===== src/rtl/alu_pkg.sv =====
// Shared definitions for the ALU share arbiter.
//   ALU_DATA_W/ALU_CTL_W/ALU_TAG_W : default operand, ALU_Ctl and tag widths
//   ALU_* codes                    : ALU_Ctl encodings understood by the ALU
//   arb_state_e                    : arbiter FSM state encoding
//   ctl_is_legal()                 : true for the six implemented ALU_Ctl codes
package alu_pkg;
    localparam int ALU_DATA_W = 32;
    localparam int ALU_CTL_W  = 4;
    localparam int ALU_TAG_W  = 4;

    localparam logic [ALU_CTL_W-1:0] ALU_AND = 4'b0000;
    localparam logic [ALU_CTL_W-1:0] ALU_OR  = 4'b0001;
    localparam logic [ALU_CTL_W-1:0] ALU_ADD = 4'b0010;
    localparam logic [ALU_CTL_W-1:0] ALU_SUB = 4'b0110;
    localparam logic [ALU_CTL_W-1:0] ALU_SLT = 4'b0111;
    localparam logic [ALU_CTL_W-1:0] ALU_NOR = 4'b1100;

    typedef enum logic [1:0] {
        ST_IDLE = 2'b00,
        ST_EXEC = 2'b01,
        ST_RESP = 2'b10
    } arb_state_e;

    function automatic logic ctl_is_legal(input logic [ALU_CTL_W-1:0] ctl);
        case (ctl)
            ALU_AND, ALU_OR, ALU_ADD, ALU_SUB, ALU_SLT, ALU_NOR: ctl_is_legal = 1'b1;
            default:                                             ctl_is_legal = 1'b0;
        endcase
    endfunction
endpackage


===== src/rtl/alu_share_arbiter_if.sv =====
// Request/response bundle between the two ALU requesters and the arbiter.
//   master : requester side (drives ReqN_*, RspN_Ready)
//   slave  : arbiter side (drives ReqN_Ready, RspN_Valid, Rsp_*, Busy)
// Rsp_Data/Rsp_Zero/Rsp_Tag/Rsp_Err are shared and qualified by RspN_Valid.
interface alu_share_arbiter_if #(
    parameter int DATA_W = alu_pkg::ALU_DATA_W,
    parameter int CTL_W  = alu_pkg::ALU_CTL_W,
    parameter int TAG_W  = alu_pkg::ALU_TAG_W
);
    logic              Req0_Valid, Req0_Ready, Req1_Valid, Req1_Ready;
    logic [DATA_W-1:0] Req0_A, Req0_B, Req1_A, Req1_B;
    logic [CTL_W-1:0]  Req0_Ctl, Req1_Ctl;
    logic [TAG_W-1:0]  Req0_Tag, Req1_Tag;
    logic              Rsp0_Valid, Rsp0_Ready, Rsp1_Valid, Rsp1_Ready;
    logic [DATA_W-1:0] Rsp_Data;
    logic              Rsp_Zero, Rsp_Err, Busy;
    logic [TAG_W-1:0]  Rsp_Tag;

    modport master (
        output Req0_Valid, Req0_A, Req0_B, Req0_Ctl, Req0_Tag,
        output Req1_Valid, Req1_A, Req1_B, Req1_Ctl, Req1_Tag,
        output Rsp0_Ready, Rsp1_Ready,
        input  Req0_Ready, Req1_Ready, Rsp0_Valid, Rsp1_Valid,
        input  Rsp_Data, Rsp_Zero, Rsp_Tag, Rsp_Err, Busy
    );

    modport slave (
        input  Req0_Valid, Req0_A, Req0_B, Req0_Ctl, Req0_Tag,
        input  Req1_Valid, Req1_A, Req1_B, Req1_Ctl, Req1_Tag,
        input  Rsp0_Ready, Rsp1_Ready,
        output Req0_Ready, Req1_Ready, Rsp0_Valid, Rsp1_Valid,
        output Rsp_Data, Rsp_Zero, Rsp_Tag, Rsp_Err, Busy
    );
endinterface


===== src/rtl/ALU.sv =====
// The 32-bit MIPS ALU shared by the arbiter. Purely combinational.
//   A, B      in  operands
//   ALU_Ctl   in  operation code (see alu_pkg)
//   Output    out result; unimplemented codes produce 0
//   Zero_Flag out Output == 0
module ALU
    import alu_pkg::*;
#(
    parameter int DATA_W = ALU_DATA_W
) (
    input  logic [DATA_W-1:0]    A,
    input  logic [DATA_W-1:0]    B,
    input  logic [ALU_CTL_W-1:0] ALU_Ctl,
    output logic [DATA_W-1:0]    Output,
    output logic                 Zero_Flag
);
    always_comb begin
        Output = '0;
        case (ALU_Ctl)
            ALU_AND: Output = A & B;
            ALU_OR:  Output = A | B;
            ALU_ADD: Output = A + B;
            ALU_SUB: Output = A - B;
            ALU_SLT: Output = {{(DATA_W-1){1'b0}}, ($signed(A) < $signed(B))};
            ALU_NOR: Output = ~(A | B);
            default: Output = '0;
        endcase
    end

    assign Zero_Flag = (Output == '0);
endmodule


===== src/rtl/alu_share_arbiter.sv =====
// Round-robin arbiter sharing one ALU between the execute path (req 0) and
// the branch/address unit (req 1). One operation in flight:
// IDLE (accept) -> EXEC (ALU result registered) -> RESP (hold until taken).
//   Clk      in  clock, rising edge
//   Reset_n  in  asynchronous active-low reset
//   bus      slave side of alu_share_arbiter_if (requests, responses, Busy)
// Optional feature macro: ALU_ARB_ILLEGAL_OP_EN -- when defined, a Ctl code
// outside the six implemented ones returns Data=0, Zero=0, Err=1.
// Parameters must match those of the connected interface instance.
module alu_share_arbiter
    import alu_pkg::*;
#(
    parameter int DATA_W = ALU_DATA_W,
    parameter int CTL_W  = ALU_CTL_W,
    parameter int TAG_W  = ALU_TAG_W
) (
    input  logic          Clk,
    input  logic          Reset_n,
    alu_share_arbiter_if.slave bus
);
    arb_state_e        state_q;
    logic              ptr_q, gnt_q, busy_q, rsp_zero_q;
    logic [1:0]        rsp_vld_q;
    logic [DATA_W-1:0] a_q, b_q, rsp_data_q;
    logic [CTL_W-1:0]  ctl_q;
    logic [TAG_W-1:0]  tag_q;

    logic              any_vld, sel_d, accept, rsp_take, alu_zero;
    logic [DATA_W-1:0] a_d, b_d, alu_out;
    logic [CTL_W-1:0]  ctl_d;
    logic [TAG_W-1:0]  tag_d;

    // Contention goes to the pointer; a lone request always wins.
    assign any_vld = bus.Req0_Valid | bus.Req1_Valid;
    assign sel_d   = (bus.Req0_Valid & bus.Req1_Valid) ? ptr_q : bus.Req1_Valid;
    // Reset_n gating keeps Ready low while reset is held.
    assign accept  = Reset_n & (state_q == ST_IDLE) & any_vld;

    assign bus.Req0_Ready = accept & ~sel_d;
    assign bus.Req1_Ready = accept &  sel_d;

    assign a_d   = sel_d ? bus.Req1_A   : bus.Req0_A;
    assign b_d   = sel_d ? bus.Req1_B   : bus.Req0_B;
    assign ctl_d = sel_d ? bus.Req1_Ctl : bus.Req0_Ctl;
    assign tag_d = sel_d ? bus.Req1_Tag : bus.Req0_Tag;

    assign rsp_take = gnt_q ? bus.Rsp1_Ready : bus.Rsp0_Ready;

    ALU #(.DATA_W(DATA_W)) u_alu (
        .A         (a_q),
        .B         (b_q),
        .ALU_Ctl   (ctl_q),
        .Output    (alu_out),
        .Zero_Flag (alu_zero)
    );

`ifdef ALU_ARB_ILLEGAL_OP_EN
    logic err_q, illegal;
    assign illegal     = ~ctl_is_legal(ctl_q);
    assign bus.Rsp_Err = err_q;
`else
    assign bus.Rsp_Err = 1'b0;
`endif

    always_ff @(posedge Clk or negedge Reset_n) begin
        if (!Reset_n) begin
            state_q    <= ST_IDLE;
            ptr_q      <= 1'b0;
            gnt_q      <= 1'b0;
            busy_q     <= 1'b0;
            rsp_vld_q  <= '0;
            rsp_data_q <= '0;
            rsp_zero_q <= 1'b0;
            a_q        <= '0;
            b_q        <= '0;
            ctl_q      <= '0;
            tag_q      <= '0;
`ifdef ALU_ARB_ILLEGAL_OP_EN
            err_q      <= 1'b0;
`endif
        end else begin
            case (state_q)
                ST_IDLE: if (any_vld) begin
                    a_q     <= a_d;
                    b_q     <= b_d;
                    ctl_q   <= ctl_d;
                    tag_q   <= tag_d;
                    gnt_q   <= sel_d;
                    busy_q  <= 1'b1;
                    state_q <= ST_EXEC;
                end
                ST_EXEC: begin
`ifdef ALU_ARB_ILLEGAL_OP_EN
                    rsp_data_q <= illegal ? '0 : alu_out;
                    rsp_zero_q <= illegal ? 1'b0 : alu_zero;
                    err_q      <= illegal;
`else
                    rsp_data_q <= alu_out;
                    rsp_zero_q <= alu_zero;
`endif
                    rsp_vld_q  <= gnt_q ? 2'b10 : 2'b01;
                    state_q    <= ST_RESP;
                end
                ST_RESP: if (rsp_take) begin
                    rsp_vld_q <= '0;
                    busy_q    <= 1'b0;
                    ptr_q     <= ~gnt_q;   // the other requester wins the next tie
                    state_q   <= ST_IDLE;
                end
                default: state_q <= ST_IDLE;
            endcase
        end
    end

    assign bus.Rsp0_Valid = rsp_vld_q[0];
    assign bus.Rsp1_Valid = rsp_vld_q[1];
    assign bus.Rsp_Data   = rsp_data_q;
    assign bus.Rsp_Zero   = rsp_zero_q;
    assign bus.Rsp_Tag    = tag_q;
    assign bus.Busy       = busy_q;
endmodule

===== src/flat_wrapper.sv =====
// flat-port wrapper written by rule: the top's interface ports become plain ports
module alu_share_arbiter_flat import alu_pkg::*;
#(
    parameter int DATA_W = ALU_DATA_W,
    parameter int CTL_W  = ALU_CTL_W,
    parameter int TAG_W  = ALU_TAG_W
)
  (Clk, Reset_n, bus_Req0_Valid, bus_Req0_A, bus_Req0_B, bus_Req0_Ctl, bus_Req0_Tag, bus_Req1_Valid, bus_Req1_A, bus_Req1_B, bus_Req1_Ctl, bus_Req1_Tag, bus_Rsp0_Ready, bus_Rsp1_Ready, bus_Req0_Ready, bus_Req1_Ready, bus_Rsp0_Valid, bus_Rsp1_Valid, bus_Rsp_Data, bus_Rsp_Zero, bus_Rsp_Tag, bus_Rsp_Err, bus_Busy);
  alu_share_arbiter_if #(.DATA_W(DATA_W), .CTL_W(CTL_W), .TAG_W(TAG_W)) bus_i ();
  input  logic Clk;
  input  logic Reset_n;
  input wire logic [$bits(bus_i.Req0_Valid)-1:0] bus_Req0_Valid;
  input wire logic [$bits(bus_i.Req0_A)-1:0] bus_Req0_A;
  input wire logic [$bits(bus_i.Req0_B)-1:0] bus_Req0_B;
  input wire logic [$bits(bus_i.Req0_Ctl)-1:0] bus_Req0_Ctl;
  input wire logic [$bits(bus_i.Req0_Tag)-1:0] bus_Req0_Tag;
  input wire logic [$bits(bus_i.Req1_Valid)-1:0] bus_Req1_Valid;
  input wire logic [$bits(bus_i.Req1_A)-1:0] bus_Req1_A;
  input wire logic [$bits(bus_i.Req1_B)-1:0] bus_Req1_B;
  input wire logic [$bits(bus_i.Req1_Ctl)-1:0] bus_Req1_Ctl;
  input wire logic [$bits(bus_i.Req1_Tag)-1:0] bus_Req1_Tag;
  input wire logic [$bits(bus_i.Rsp0_Ready)-1:0] bus_Rsp0_Ready;
  input wire logic [$bits(bus_i.Rsp1_Ready)-1:0] bus_Rsp1_Ready;
  output wire logic [$bits(bus_i.Req0_Ready)-1:0] bus_Req0_Ready;
  output wire logic [$bits(bus_i.Req1_Ready)-1:0] bus_Req1_Ready;
  output wire logic [$bits(bus_i.Rsp0_Valid)-1:0] bus_Rsp0_Valid;
  output wire logic [$bits(bus_i.Rsp1_Valid)-1:0] bus_Rsp1_Valid;
  output wire logic [$bits(bus_i.Rsp_Data)-1:0] bus_Rsp_Data;
  output wire logic [$bits(bus_i.Rsp_Zero)-1:0] bus_Rsp_Zero;
  output wire logic [$bits(bus_i.Rsp_Tag)-1:0] bus_Rsp_Tag;
  output wire logic [$bits(bus_i.Rsp_Err)-1:0] bus_Rsp_Err;
  output wire logic [$bits(bus_i.Busy)-1:0] bus_Busy;
  assign bus_i.Req0_Valid = bus_Req0_Valid;
  assign bus_i.Req0_A = bus_Req0_A;
  assign bus_i.Req0_B = bus_Req0_B;
  assign bus_i.Req0_Ctl = bus_Req0_Ctl;
  assign bus_i.Req0_Tag = bus_Req0_Tag;
  assign bus_i.Req1_Valid = bus_Req1_Valid;
  assign bus_i.Req1_A = bus_Req1_A;
  assign bus_i.Req1_B = bus_Req1_B;
  assign bus_i.Req1_Ctl = bus_Req1_Ctl;
  assign bus_i.Req1_Tag = bus_Req1_Tag;
  assign bus_i.Rsp0_Ready = bus_Rsp0_Ready;
  assign bus_i.Rsp1_Ready = bus_Rsp1_Ready;
  assign bus_Req0_Ready = bus_i.Req0_Ready;
  assign bus_Req1_Ready = bus_i.Req1_Ready;
  assign bus_Rsp0_Valid = bus_i.Rsp0_Valid;
  assign bus_Rsp1_Valid = bus_i.Rsp1_Valid;
  assign bus_Rsp_Data = bus_i.Rsp_Data;
  assign bus_Rsp_Zero = bus_i.Rsp_Zero;
  assign bus_Rsp_Tag = bus_i.Rsp_Tag;
  assign bus_Rsp_Err = bus_i.Rsp_Err;
  assign bus_Busy = bus_i.Busy;
  alu_share_arbiter #(.DATA_W(DATA_W), .CTL_W(CTL_W), .TAG_W(TAG_W)) u_core (.Clk(Clk), .Reset_n(Reset_n), .bus(bus_i));
endmodule

===== config.mk =====
export PLATFORM = sky130hd
export DESIGN_NAME = alu_share_arbiter_flat
export DESIGN_NICKNAME = d
export VERILOG_FILES = /design/src/rtl/alu_pkg.sv /design/src/rtl/alu_share_arbiter_if.sv /design/src/rtl/ALU.sv /design/src/rtl/alu_share_arbiter.sv /design/src/flat_wrapper.sv
export SDC_FILE = /design/constraint.sdc
export NUM_CORES = 1
export LEC_CHECK = 0
export CAP_MARGIN = 40
export CORE_MARGIN = 10
export CORE_UTILIZATION = 55
export DETAILED_ROUTE_END_ITERATION = 16
export PLACE_DENSITY_LB_ADDON = 0.08
export SLEW_MARGIN = 20
export SYNTH_ARGS = -nofsm -noshare
export SYNTH_HDL_FRONTEND = slang
export SYNTH_HIERARCHICAL = 1
export SYNTH_SLANG_ARGS = --single-unit

===== constraint.sdc =====
create_clock -name Clk -period 5.6 [get_ports Clk]
set_input_delay 1.68 -clock Clk [delete_from_list [all_inputs] [get_ports Clk]]
set_output_delay 1.68 -clock Clk [all_outputs]
set_load 0.1 [all_outputs]

### Word-level counts from Yosys, hierarchy flattened

Index checks and enable logic that the tools add are counted.

* bits in registers: 112
* bits in latches: 0
* bits in writable memories: 0
* bits in read-only memories: 0
* bits of input ports: 150
* output and inout port bits: 43
* logic and storage cells: 59
* memories kept: 0

* add/subtract/negate cells: 2
* multipliers: 0
* div/mod/pow operators: 0
* $lt $le $gt $ge: 1
* eq/ne operators: 9
* shift-type cells: 0
* multiplexer cells: 15
* bitwise gates (word level): 11
* reductions and logical operators: 10

Operators by type and width (count)
* 32-bit case mux with 6 select lines: 1
* 32-bit 2-to-1 mux: 2
* 32-bit adder: 1
* 32-bit bitwise AND: 1
* 32-bit zero test: 1
* 32-bit < comparator: 1
* 32-bit NOT: 1
* 32-bit bitwise OR: 1
* 32-bit subtractor: 1
* 4-bit by 3-bit == test with 1-bit output (second input constant): 2
* 4-bit 2-to-1 mux: 2
* 2-bit AND reduction: 4
* 2-bit 2-to-1 mux: 3
* 2-bit case mux with 3 select lines: 1
* 1-bit bitwise AND: 5
* 4-bit by 1-bit == test with 1-bit output (second input constant): 1
* 4-bit by 2-bit == test with 1-bit output (second input constant): 1
* 4-bit == test (second input constant): 1
* 4-bit zero test: 1
* 1-bit 2-to-1 mux: 4
* 2-bit by 1-bit != test with 1-bit output (second input constant): 2
* 2-bit case mux with 2 select lines: 1
* 2-bit nonzero test: 2
* 3-bit AND reduction: 1
* 6 further kinds: 7

### Logic depth before layout (Yosys ltp)

* word-level depth: 4
* mapped depth: 17
* gate-level depth less buffers: 16

### Modules after synthesis

The synthesis kept the hierarchy.

Modules (own cells, without submodules)
* ALU: instances 1, cells an instance 871, area each 5754.3 µm², sequential area each 0.0 µm²
* alu_share_arbiter: instances 1, cells an instance 594, area each 5447.7 µm², sequential area each 2802.7 µm²

### Least setup slack after synthesis

OpenSTA, ideal clock, no wires.

* path type: input to output
* start: input port bus_Req1_Valid
* end: output port bus_Req1_Ready
* arrival: 3073 ps
* data required time: 3920 ps
* path slack: 847 ps
* stages on the path: 6
* buffers on the path: 3
* cells stage by stage: or2_1 > buf_2 > and2_1 > buf_6 > buf_6 > and3_1

* cells in the longest elaborated chain, start to end: 3
* elaborated cells between the ends (all ways): 5
* classes of those cells: mux (1); bitwise (4)

RTL lines
* start: declaration: line flat_wrapper.sv:17 `input wire logic [$bits(bus_i.Req1_Valid)-1:0] bus_Req1_Valid;`
* 1-bit bitwise OR or 1-bit bitwise AND (tied branches): line alu_share_arbiter.sv:34, alu_share_arbiter.sv:35
* 1-bit bitwise AND or 1-bit 2-to-1 mux (tied branches): line alu_share_arbiter.sv:37, alu_share_arbiter.sv:35
* 1-bit bitwise AND (*): line alu_share_arbiter.sv:40 `assign bus.Req1_Ready = accept & sel_d;`
* end: declaration: line flat_wrapper.sv:25 `output wire logic [$bits(bus_i.Req1_Ready)-1:0] bus_Req1_Ready;`

Mark *: on every way between the ends. The rest lies on a longest branch, timed or not.

### Worst setup path in the final report

* start: input port bus_Req0_Valid
* end: output port bus_Req1_Ready

* cells in the longest elaborated chain, start to end: 3
* elaborated cells between the ends (all ways): 5
* classes of those cells: mux (1); bitwise (4)

RTL lines
* start: declaration: line flat_wrapper.sv:12 `input wire logic [$bits(bus_i.Req0_Valid)-1:0] bus_Req0_Valid;`
* 1-bit bitwise OR or 1-bit bitwise AND (tied branches): line alu_share_arbiter.sv:34, alu_share_arbiter.sv:35
* 1-bit bitwise AND or 1-bit 2-to-1 mux (tied branches): line alu_share_arbiter.sv:37, alu_share_arbiter.sv:35
* 1-bit bitwise AND (*): line alu_share_arbiter.sv:40

Marked as above.

==> impl_summary.txt <==
----------------------------------------------------
[Global routing]
  Antenna violations before repair ... 2
  First-pass GRT wire length ... 64.9 mm
  GRT Resource Usage Total ... 0.304
  Remaining global-route overflow ... 0
  Largest net degree at the start of global routing ... 73
  Via count of the first global-routing pass ... 11500

[STA]
  Worst setup skew after layout ... 0.0142 ns
  Share of the cycle needed by the critical path after routing ... 0.834
  Transition time at the pin with the least slew margin ... 0.888 ns
  Highest Clock Rate ... 214 MHz
  Final min period ... 4.67 ns
  Final Max Tran Viols ... 0
  Final hold slack ... 0.480 ns
  Worst-case setup margin in the final layout ... 0.928 ns
  Final setup violating endpoints ... 0
  Final setup TNS ... 0 ns
  Max_slew headroom ... 0.400
  Unrepaired setup endpoints after global routing ... false
  Count of endpoints failing hold in the final timing report ... 0

[Drt]
  Total number of vias ... 12400
  Post-detailed-route count of antenna-violating nets ... 0
  Violation count after the first detailed-routing iteration ... 1594
  TritonRoute pass-1 iters ... 8
  Routed wire length ... 41.9 mm
  Post-DR wirelength/cell ... 22.2 um
  Vias per cell ... 6.56
  Drt drc ... 0

[Floorplanning]
  Die span in y ... 163 um
  Top-level port count ... 193
  Core area ... 20100 um2
  Starting utilization of the core area ... 0.557
  Number of rows created at floorplan ... 52
  Die outline width ... 163 um
  Die area ... 26500 um2

[Yosys]
  Largest area contributor in the synthesized netlist ... sky130_fd_sc_hd__dfrtp_1
  Area share of xor/xnor cells in the synthesized design ... 0.00391
  Cells after synthesis ... 1465
  Most used flip-flop cell after synthesis ... sky130_fd_sc_hd__dfrtp_1
  Yosys warns ... 6
  Share of synthesized cell area in and, or, nand and nor gates ... 0.194
  Combinational family with the most area after synthesis ... compound AO/OA/AOI/OAI gates
  Post-synth cell types ... 81
  Proportion of synthesized flip-flops having asynchronous set or reset ... 1.00
  Mux contribution to synthesized area ... 0.00737
  Summed instance area of the synthesized netlist ... 11200 um2
  Net count after synthesis ... 1719
  Area contributors post-synth ... sky130_fd_sc_hd__dfrtp_1 (25%), sky130_fd_sc_hd__ha_1 (11%), sky130_fd_sc_hd__a21oi_1 (7.0%), sky130_fd_sc_hd__nand2_1 (5.4%), sky130_fd_sc_hd__o21ai_0 (5.0%)
  Area share of the leading cell type in the synthesized netlist ... 0.250
  Number of synthesized flops with an enable pin ... 0
  Adder-Cell Fraction of Synth Area ... 0.118
  Sequential area share after synthesis ... 0.250
  Number of storage elements in the synthesis netlist ... 112
  Compound-Gate Fraction of Synth Area ... 0.342
  Average cell area after synthesis ... 7.65 um2

[Clocking]
  Clock tree from TritonCTS ... built
  Number of sinks handled by clock tree synthesis ... 112
  H-tree depth ... 3
  CTS Root Buffer Type ... sky130_fd_sc_hd__clkbuf_16
  Cts hold-fix bufs ... 0
  Buffers from clock root to sink, at most ... 2
  Insertion delay of the later-clocked pin in the worst-skew pair ... 0.37 ns
  Post-CTS setup-driven buffer insertion count ... 0
  Clock slew seen by the registers of the worst setup and hold paths ... 0.08 ns
  Post-CTS Resized ... 0
  TritonCTS Buffers ... 9

[Setup path]
  Crit Reg-Reg Startpoint ... u_core/a_q[5]
  Worst EP arrival ... 2.99 ns
  Worst setup EP type ... primary output
  Required time worst endpoint ... 3.92 ns
  Crit Path Class ... in2out
  Maximum fanout along the worst path ... 3
  Startpoint kind of the worst setup timing path ... primary input
  Register-to-register path setup slack ... 0.94 ns
  Crit path launch ... bus_Req0_Valid
  Worst reg2reg path endpoint ... u_core/bus.Rsp_Zero
  Number of cells traversed by the worst register-to-register path ... 15

[Layout]
  Most common library cell in the layout ignoring fill and taps ... sky130_fd_sc_hd__clkdlybuf4s50_1
  Most frequent cells in the layout ... sky130_fd_sc_hd__clkdlybuf4s50_1 (187), sky130_fd_sc_hd__nand2_1 (161), sky130_fd_sc_hd__a21oi_1 (156)
  # diodes ... 0
  Nets ... 1865
  Share of cells above drive strength 1 ... 0.0929
  Filler Cells Inserted ... 1620
  P&R area growth vs syn ... 26.5%
  Count of placed standard cells in the final layout, fillers left out ... 1885

[Placement]
  # placed instances ... 1869
  Buffers added on ports ... 191
  Post-DP HPWL ... 31.7 mm
  Worst slack, placed ... 0.937 ns
  Routability-driven placement congestion ratio ... 1.05

[Worst hold path]
  Kind of path behind the tightest hold check ... reg2reg
  Hold path depth ... 2
  Worst hold path startpoint ... u_core/bus.Rsp_Zero
  End point of the worst hold path ... u_core/bus.Rsp_Zero

[Outcome]
  Status ... complete, no violations

[Run]
  Count of maximum capacitance violations ... 0

----------------------------------------------------
-- metal layers --
layer  global-route usage  routed length [um]
met5                    0                  19
met2                0.449               18100
met1                0.426               17700
met3               0.0910                5290
met4               0.0672                 780
-- worst max path at each step --
stage / endpoint / slack, ns / cells after the start
floorplan: bus_Req1_Ready / 0.85 / 6
global placement: bus_Req1_Ready / 0.96 / 5
detailed placement: bus_Req1_Ready / 0.94 / 5
CTS: bus_Req1_Ready / 0.92 / 5
global route: u_core/bus.Rsp_Zero / 0.69 / 15
finish: bus_Req1_Ready / 0.93 / 5
-- cells in the mapped netlist, drive strengths merged, types with 5 or more instances --
library cell,count
o21bai,7
a211oi,17
o21ai,113
mux2i,6
buf,34
a221o,8
nand4,18
inv,103
o221ai,11
a21oi,156
o31ai,17
xnor2,5
ha,102
nor2,61
a221oi,7
o22ai,16
nand2b,12
a211o,6
or3,6
a22oi,32
nand2,161
o21a,8
dfrtp,112
nand3,84
or4,8
a22o,6
nor3,25
or2,5
o22a,10
clkbuf,88
a21boi,5
nor2b,14
nor4,15
o211ai,10
o32a,5
and2,8
a31oi,79
and3,5
a21o,13
o2111ai,5
-- metrics by stage --
| step | cell area (um2) | util |
|---|---|---|
| after floorplan | 11200 | - |
| after global placement | 13100 | 0.653 |
| after detailed placement | 13900 | 0.690 |
| after CTS | 14200 | 0.704 |
| after global routing | 14200 | 0.705 |
| final | 14200 | 0.705 |
-- flip-flops by register name (all words and copies together) (netlist names), 2 cells and up --
register / count
u_core/bus.Rsp_Data: 32
u_core/b_q: 32
u_core/rsp_vld_q: 2
u_core/state_q: 2
u_core/a_q: 32
u_core/bus.Rsp_Tag: 4
u_core/ctl_q: 4
-- area by class of cell --
| class | instances | area (um2) | share of cell area |
|---|---|---|---|
| multi-input combinational | 1125 | 7500 | 0.529 |
| clock inverter | 5 | 50.0 | 0.00353 |
| sequential | 112 | 2800 | 0.198 |
| inverter | 106 | 398 | 0.0281 |
| tap | 270 | 338 | 0.0238 |
| clock buffer | 10 | 239 | 0.0169 |
| timing repair buffer | 257 | 2840 | 0.201 |
-- cell families (layout without fill, tap and decap cells) --
logic type,count (synthesis),in the layout
simple gates,445,445
flops,112,112
other cells,1,1
compound gates,562,562
fa+ha+maj,104,104
xor+xnor,5,5
buf+inv,228,378
mux,8,8
-- critical path: stages --
cell and delay, ns:
sky130_fd_sc_hd__clkdlybuf4s50_1 0.45, sky130_fd_sc_hd__or2_2 0.31, sky130_fd_sc_hd__and2_4 0.17, sky130_fd_sc_hd__and3_1 0.21, sky130_fd_sc_hd__buf_12 0.17
Power is not shown: default switching activity piles up to over one toggle a cycle in this logic, so the estimate is an artifact.
